`config.mk`:
```
export PLATFORM = sky130hd
export DESIGN_NAME = if_fetch_buffer_flat
export DESIGN_NICKNAME = d
export VERILOG_FILES = /design/src/rtl/if_fetch_buffer_if.sv /design/src/rtl/if_fetch_buffer.sv /design/src/flat_wrapper.sv
export SDC_FILE = /design/constraint.sdc
export NUM_CORES = 1
export LEC_CHECK = 0
export CORE_MARGIN = 3
export CORE_UTILIZATION = 47
export CTS_CLUSTER_SIZE = 20
export DETAILED_ROUTE_END_ITERATION = 6
export PLACE_DENSITY = 0.72
export SYNTH_ARGS = -nofsm -noshare
export SYNTH_HDL_FRONTEND = slang
export SYNTH_SLANG_ARGS = --single-unit
```
`constraint.sdc`:
```
create_clock -name clk -period 6.7 [get_ports clk]
set_clock_uncertainty 0.2 [all_clocks]
set_input_delay 1.34 -clock clk [delete_from_list [all_inputs] [get_ports clk]]
set_output_delay 1.34 -clock clk [all_outputs]
set_load 0.05 [all_outputs]
```
`src/rtl/if_fetch_buffer_if.sv`:
```
// Instruction-memory request/response bus between the fetch buffer
// (master) and the instruction memory (slave).
interface if_fetch_buffer_if;
   logic        imem_req;
   logic [31:0] imem_addr;
   logic        imem_ready;
   logic        imem_rvalid;
   logic [31:0] imem_rdata;

   modport master (
      output imem_req,
      output imem_addr,
      input  imem_ready,
      input  imem_rvalid,
      input  imem_rdata
   );

   modport slave (
      input  imem_req,
      input  imem_addr,
      output imem_ready,
      output imem_rvalid,
      output imem_rdata
   );
endinterface

```
`src/rtl/if_fetch_buffer.sv`:
```
// Fetch buffer: one outstanding imem request, DEPTH-entry instruction FIFO.
// Define IFB_MISALIGN_EN to add misaligned-PC fault entries (if_fault).
module if_fetch_buffer #(
   parameter int DEPTH = 2
) (
   input  logic        clk,
   input  logic        reset,
   input  logic [31:0] pc_in,
   output logic        pc_write,
   input  logic        flush,
   if_fetch_buffer_if.master imem,
   output logic        if_valid,
   output logic [31:0] if_pc,
   output logic [31:0] if_instr,
`ifdef IFB_MISALIGN_EN
   output logic        if_fault,
`endif
   input  logic        id_ready
);

   localparam int AW = $clog2(DEPTH);
   localparam int CW = $clog2(DEPTH + 1);

   typedef enum logic [1:0] {
      IDLE = 2'd0,
      WAIT = 2'd1,
      DROP = 2'd2
   } state_t;

   state_t state_q, state_d;

   logic [CW-1:0] count_q, count_d;
   logic [AW-1:0] rd_q, rd_d;
   logic [AW-1:0] wr_q, wr_d;
   logic [31:0]   pend_pc_q;

   logic [31:0] mem_pc    [DEPTH];
   logic [31:0] mem_instr [DEPTH];

   logic [31:0] head_pc_q, head_pc_d;
   logic [31:0] head_instr_q, head_instr_d;
   logic        load_head;

   logic        room;
   logic        issue_ok;
   logic        misalign;
   logic        halted;
   logic        accept;
   logic        rsp_push;
   logic        fault_push;
   logic        push;
   logic        pop;
   logic [31:0] push_pc;
   logic [31:0] push_instr;

`ifdef IFB_MISALIGN_EN
   logic mem_fault [DEPTH];
   logic head_fault_q, head_fault_d;
   logic halt_q;

   assign misalign = (pc_in[1:0] != 2'b00);
   assign halted   = halt_q;
   assign if_fault = if_valid & head_fault_q;
`else
   assign misalign = 1'b0;
   assign halted   = 1'b0;
`endif

   assign if_pc    = head_pc_q;
   assign if_instr = head_instr_q;

   always_comb begin
      room       = (count_q < CW'(DEPTH));
      issue_ok   = ~reset & ~flush & room & ~halted & (state_q == IDLE);
      imem.imem_req  = issue_ok & ~misalign;
      imem.imem_addr = pc_in;
      fault_push = issue_ok & misalign;
      accept     = imem.imem_req & imem.imem_ready;
      pc_write   = ~reset & (accept | flush);
      if_valid   = ~reset & (count_q != '0);
      rsp_push   = (state_q == WAIT) & imem.imem_rvalid & ~flush;
      push       = rsp_push | fault_push;
      pop        = if_valid & id_ready & ~flush;
      push_pc    = fault_push ? pc_in : pend_pc_q;
      push_instr = fault_push ? 32'h0 : imem.imem_rdata;
   end

   // Flush wins over any same-cycle push or pop.
   always_comb begin
      count_d = count_q + CW'(push) - CW'(pop);
      rd_d    = pop  ? rd_q + AW'(1) : rd_q;
      wr_d    = push ? wr_q + AW'(1) : wr_q;
      if (flush) begin
         count_d = '0;
         rd_d    = '0;
         wr_d    = '0;
      end
   end

   // Head registers follow the next head entry; they hold when empty.
   always_comb begin
      load_head    = ~flush & (count_d != '0);
      head_pc_d    = mem_pc[rd_d];
      head_instr_d = mem_instr[rd_d];
`ifdef IFB_MISALIGN_EN
      head_fault_d = mem_fault[rd_d];
`endif
      if (push && (wr_q == rd_d)) begin
         head_pc_d    = push_pc;
         head_instr_d = push_instr;
`ifdef IFB_MISALIGN_EN
         head_fault_d = fault_push;
`endif
      end
   end

   always_comb begin
      state_d = state_q;
      unique case (state_q)
         IDLE: if (accept) state_d = WAIT;
         WAIT: begin
            if (imem.imem_rvalid) state_d = IDLE;
            else if (flush)       state_d = DROP;
         end
         DROP: if (imem.imem_rvalid) state_d = IDLE;
         default: state_d = IDLE;
      endcase
   end

   always_ff @(posedge clk) begin
      if (reset) begin
         state_q      <= IDLE;
         count_q      <= '0;
         rd_q         <= '0;
         wr_q         <= '0;
         pend_pc_q    <= '0;
         head_pc_q    <= '0;
         head_instr_q <= '0;
      end else begin
         state_q <= state_d;
         count_q <= count_d;
         rd_q    <= rd_d;
         wr_q    <= wr_d;
         if (accept) pend_pc_q <= pc_in;
         if (push) begin
            mem_pc[wr_q]    <= push_pc;
            mem_instr[wr_q] <= push_instr;
         end
         if (load_head) begin
            head_pc_q    <= head_pc_d;
            head_instr_q <= head_instr_d;
         end
      end
   end

`ifdef IFB_MISALIGN_EN
   // A fault entry stops issue until the redirect arrives.
   always_ff @(posedge clk) begin
      if (reset) begin
         halt_q       <= 1'b0;
         head_fault_q <= 1'b0;
      end else begin
         if (flush)           halt_q <= 1'b0;
         else if (fault_push) halt_q <= 1'b1;
         if (push)      mem_fault[wr_q] <= fault_push;
         if (load_head) head_fault_q    <= head_fault_d;
      end
   end
`endif

endmodule
```
`src/flat_wrapper.sv`:
```
// flat-port wrapper written by rule: the top's interface ports become plain ports
module if_fetch_buffer_flat 
#(
   parameter int DEPTH = 2
)
  (clk, reset, pc_in, pc_write, flush, if_valid, if_pc, if_instr, id_ready, imem_imem_req, imem_imem_addr, imem_imem_ready, imem_imem_rvalid, imem_imem_rdata);
  if_fetch_buffer_if imem_i ();
  input  logic clk;
  input  logic reset;
  input  logic [31:0] pc_in;
  output logic pc_write;
  input  logic flush;
  output logic if_valid;
  output logic [31:0] if_pc;
  output logic [31:0] if_instr;
  input  logic id_ready;
  output wire logic [$bits(imem_i.imem_req)-1:0] imem_imem_req;
  output wire logic [$bits(imem_i.imem_addr)-1:0] imem_imem_addr;
  input wire logic [$bits(imem_i.imem_ready)-1:0] imem_imem_ready;
  input wire logic [$bits(imem_i.imem_rvalid)-1:0] imem_imem_rvalid;
  input wire logic [$bits(imem_i.imem_rdata)-1:0] imem_imem_rdata;
  assign imem_imem_req = imem_i.imem_req;
  assign imem_imem_addr = imem_i.imem_addr;
  assign imem_i.imem_ready = imem_imem_ready;
  assign imem_i.imem_rvalid = imem_imem_rvalid;
  assign imem_i.imem_rdata = imem_imem_rdata;
  if_fetch_buffer #(.DEPTH(DEPTH)) u_core (.clk(clk), .reset(reset), .pc_in(pc_in), .pc_write(pc_write), .flush(flush), .imem(imem_i), .if_valid(if_valid), .if_pc(if_pc), .if_instr(if_instr), .id_ready(id_ready));
endmodule
```
==> flow_metrics.py <==
metrics = {
    "run_status": {
        "outcome": "finished, final reports clean",
    },
    "global_route": {
        "grt_usage_pct": 18.2,
        "grt_max_degree": 65,
        "antenna_found_initial": 0,
        "grt_overflow_total": 0,
        "grt_pass1_vias": 6069,
        "grt_pass1_wl_um": 31600,
    },
    "sta": {
        "drv_slew": 0,
        "period_needed_ps": 5190,
        "setup_viol": 0,
        "hold_viol": 0,
        "postLayoutSetupSlackWorst_ps": 1510,
        "whs_ps": 264,
        "rsz0062_at_grt": "no",
        "fin_crit_sh_pct": 77.5,
        "clock.fmax_mhz": 193,
        "tns_ps": 0,
        "slew_headroom_pct": 35.8,
        "worst_slew_pin_slew_ps": 963,
    },
    "logic_synthesis": {
        "yosys.area.top_type": "edfxtp_1",
        "netlist_area_um2": 9100,
        "synth_edf_count": 128,
        "ys_warn_count": 0,
        "yosysSeqAreaShare_pct": 64.7,
        "synthesis.nets": 769,
        "synth_common_cells": "nand2_1 (131), edfxtp_1 (128), dfxtp_1 (102)",
        "ys.flop_type": "edfxtp_1",
        "synth_top_area_share_pct": 42.3,
        "synth.avg_cell_area_um2": 13.1,
        "yosysUniqueCellTypes": 29,
        "syn-instance-count": 697,
        "postSynth.asyncResetShare_pct": 0,
        "ys_seq_elements": 230,
        "synthTopCellsByArea": "edfxtp_1 (42%), dfxtp_1 (22%), o221ai_2 (9.9%)",
        "synth.most_common_cell": "nand2_1",
    },
    "detailed_routing": {
        "viasPerCell": 5.15,
        "initialDrtViolationCount": 256,
        "drt-wirelength-per-cell_um": 17.7,
        "vias": 5713,
        "drt-total-wl_um": 19700,
        "antenna_left": 0,
        "drc": 0,
        "drt-pass1-iter-count": 4,
    },
    "setup_path": {
        "reg2reg_depth": 11,
        "cp-endpoint": "pc_write",
        "crit_type": "primary input to output port",
        "rrSetupSlack_ps": 3270,
        "crit_path_max_fanout": 10,
        "worstPathRequired_ps": 5160,
        "critPathLaunch": "flush",
        "worst_setup_path_start_kind": "primary input",
        "timing.rr.end": "u_core.if_instr[25]",
        "crit_path_end_kind": "output port",
        "r2r_start": "u_core.count_q[1]",
        "cp.arrival_ps": 3650,
    },
    "worst_hold_path": {
        "hold_path_class": "register to register",
    },
    "die": {
        "core_um2": 18800,
        "dieArea_um2": 21100,
        "die_x_um": 145,
        "rows": 50,
        "die_h_um": 145,
        "start_util_pct": 48.3,
        "ios": 169,
    },
    "cells_and_area": {
        "drive_above_1_share_pct": 14.0,
        "fin_nets": 904,
        "seq_area_um2": 5890,
        "fin_util_pct": 61.4,
        "fillers": 1467,
        "n_antenna_cell": 0,
        "multi_input_area_um2": 2530,
        "area_growth_pct": 27.1,
    },
    "place": {
        "hpwlAfterDp_um": 12000,
        "place_congestion": 0.731,
        "post-place-ws_ps": 1510,
        "port_buffers": 168,
    },
    "clock_network": {
        "cts.sinks": 230,
        "cts_max_level": 1,
        "cts_resized": 0,
        "insertion_delay_ps": 500,
        "cts_hold_buf": 0,
        "cts_root_buf": "clkbuf_16",
        "cts_buffers": 24,
        "cts_buffer_depth": 3,
        "cts_tree": "done",
        "clk_pin_slew_ps": 60,
        "postCtsSetupBuffers": 0,
    },
    "power_and_ir_drop": {
        "p_leak_nw": 3.73,
        "power_density_nw_per_um2": 259,
        "irDropWorstVdd_uv": 171,
    },
    "flow_run": {
        "drv_cap": 0,
    },
}
-- registers in the layout (all words and copies together), names as in the netlist --
register and cells:
u_core.pend_pc_q 32, u_core.mem_pc 64, u_core.count_q 2, u_core.state_q 2, u_core.wr_q 1, u_core.mem_instr 64, u_core.if_pc 32, u_core.if_instr 32
u_core.rd_q 1
-- cells in the final DEF (no fill, tap or decap) --
master	n
clkbuf_1	3
nor2_1	11
clkinv_2	7
bufinv_16	2
o221ai_2	60
buf_2	1
nor4_2	1
clkdlybuf4s50_1	167
clkbuf_16	25
mux2_2	1
o221ai_1	4
or2_1	1
a21oi_1	34
nor3_1	2
clkbuf_8	3
clkinv_1	2
nand2b_1	1
xor2_1	1
o21ai_1	1
clkinvlp_4	1
o21ai_0	1
edfxtp_1	128
xnor2_1	1
nand2_1	131
nor3_2	2
mux2i_1	64
nand3_1	1
inv_1	70
clkinv_4	1
and2_1	1
ha_1	2
nand3_4	1
a41o_4	1
xnor3_1	2
buf_4	11
dfxtp_1	102
or3_1	1
a21oi_4	2
-- cell type report --
cell class | instances | area share (%)
clock buffers | 31 | 5.87
clock inverters | 13 | 1.03
inverters | 70 | 2.27
multi-input cells | 327 | 21.9
flip-flops and latches | 230 | 50.9
well taps | 260 | 2.81
repair buffers | 179 | 15.2
-- how the worst min path moves through the flow --
stage	cells past startpoint	to	start	slack [ps]
floorplan	1	u_core.state_q[0]	u_core.state_q[1]	240
global placement	2	u_core.if_pc[8]	u_core.if_pc[8]	250
detailed placement	2	u_core.if_pc[24]	u_core.if_pc[24]	250
CTS	2	u_core.if_instr[31]	u_core.if_instr[31]	270
global route	2	u_core.if_instr[27]	u_core.if_instr[27]	290
finish	2	u_core.if_instr[14]	u_core.if_instr[14]	260
-- cells by family (layout without fill, tap and decap cells) --
family / Yosys count / count (layout) / share of synthesized area (%)
and+or+nand+nor: 153 / 153 / 6.60
buffers and inverters: 140 / 293 / 8.05
adders and majority gates: 2 / 2 / 0.275
DFF: 230 / 230 / 64.7
xor gates and xnor gates: 4 / 4 / 0.688
AOI/OAI and AO/OA: 103 / 103 / 12.5
muxes: 65 / 65 / 7.17
-- through the flow --
stage,power [mW],cell area [um^2],std cells
2_1_floorplan,1.64,9100,697
3_3_place_gp,1.71,10800,1066
3_5_place_dp,1.72,10800,1066
4_1_cts,3.03,11600,1110
5_1_grt,3.10,11600,1110
6_report,3.00,11600,1110
-- routing by layer --
| layer | GRT usage, % | share of wire [%] | vias to the layer above | wire [um] |
|---|---|---|---|---|
| li1 | - | - | 2726 | - |
| met1 | 22.9 | 44 | 2817 | 8610 |
| met2 | 32.9 | 51 | 146 | 9940 |
| met3 | 3.31 | 4.4 | 24 | 862 |
| met4 | 4.04 | 1.2 | 0 | 240 |
| met5 | 0 | 0 | - | 0 |
-- power by group --
group	internal [mW]	switching, mW	total (mW)
Sequential	1.50	0.00895	1.51
Clock	0.791	0.521	1.31
Combinational	0.0713	0.111	0.182
-- worst max-delay path, cell delays in order --
cell	delay, ps
clkdlybuf4s50_1	530
or2_1	410
nor4_2	270
nand2_1	120
a21oi_1	150
clkdlybuf4s50_1	830
No activity file was read; power rests on OpenSTA's default activity.
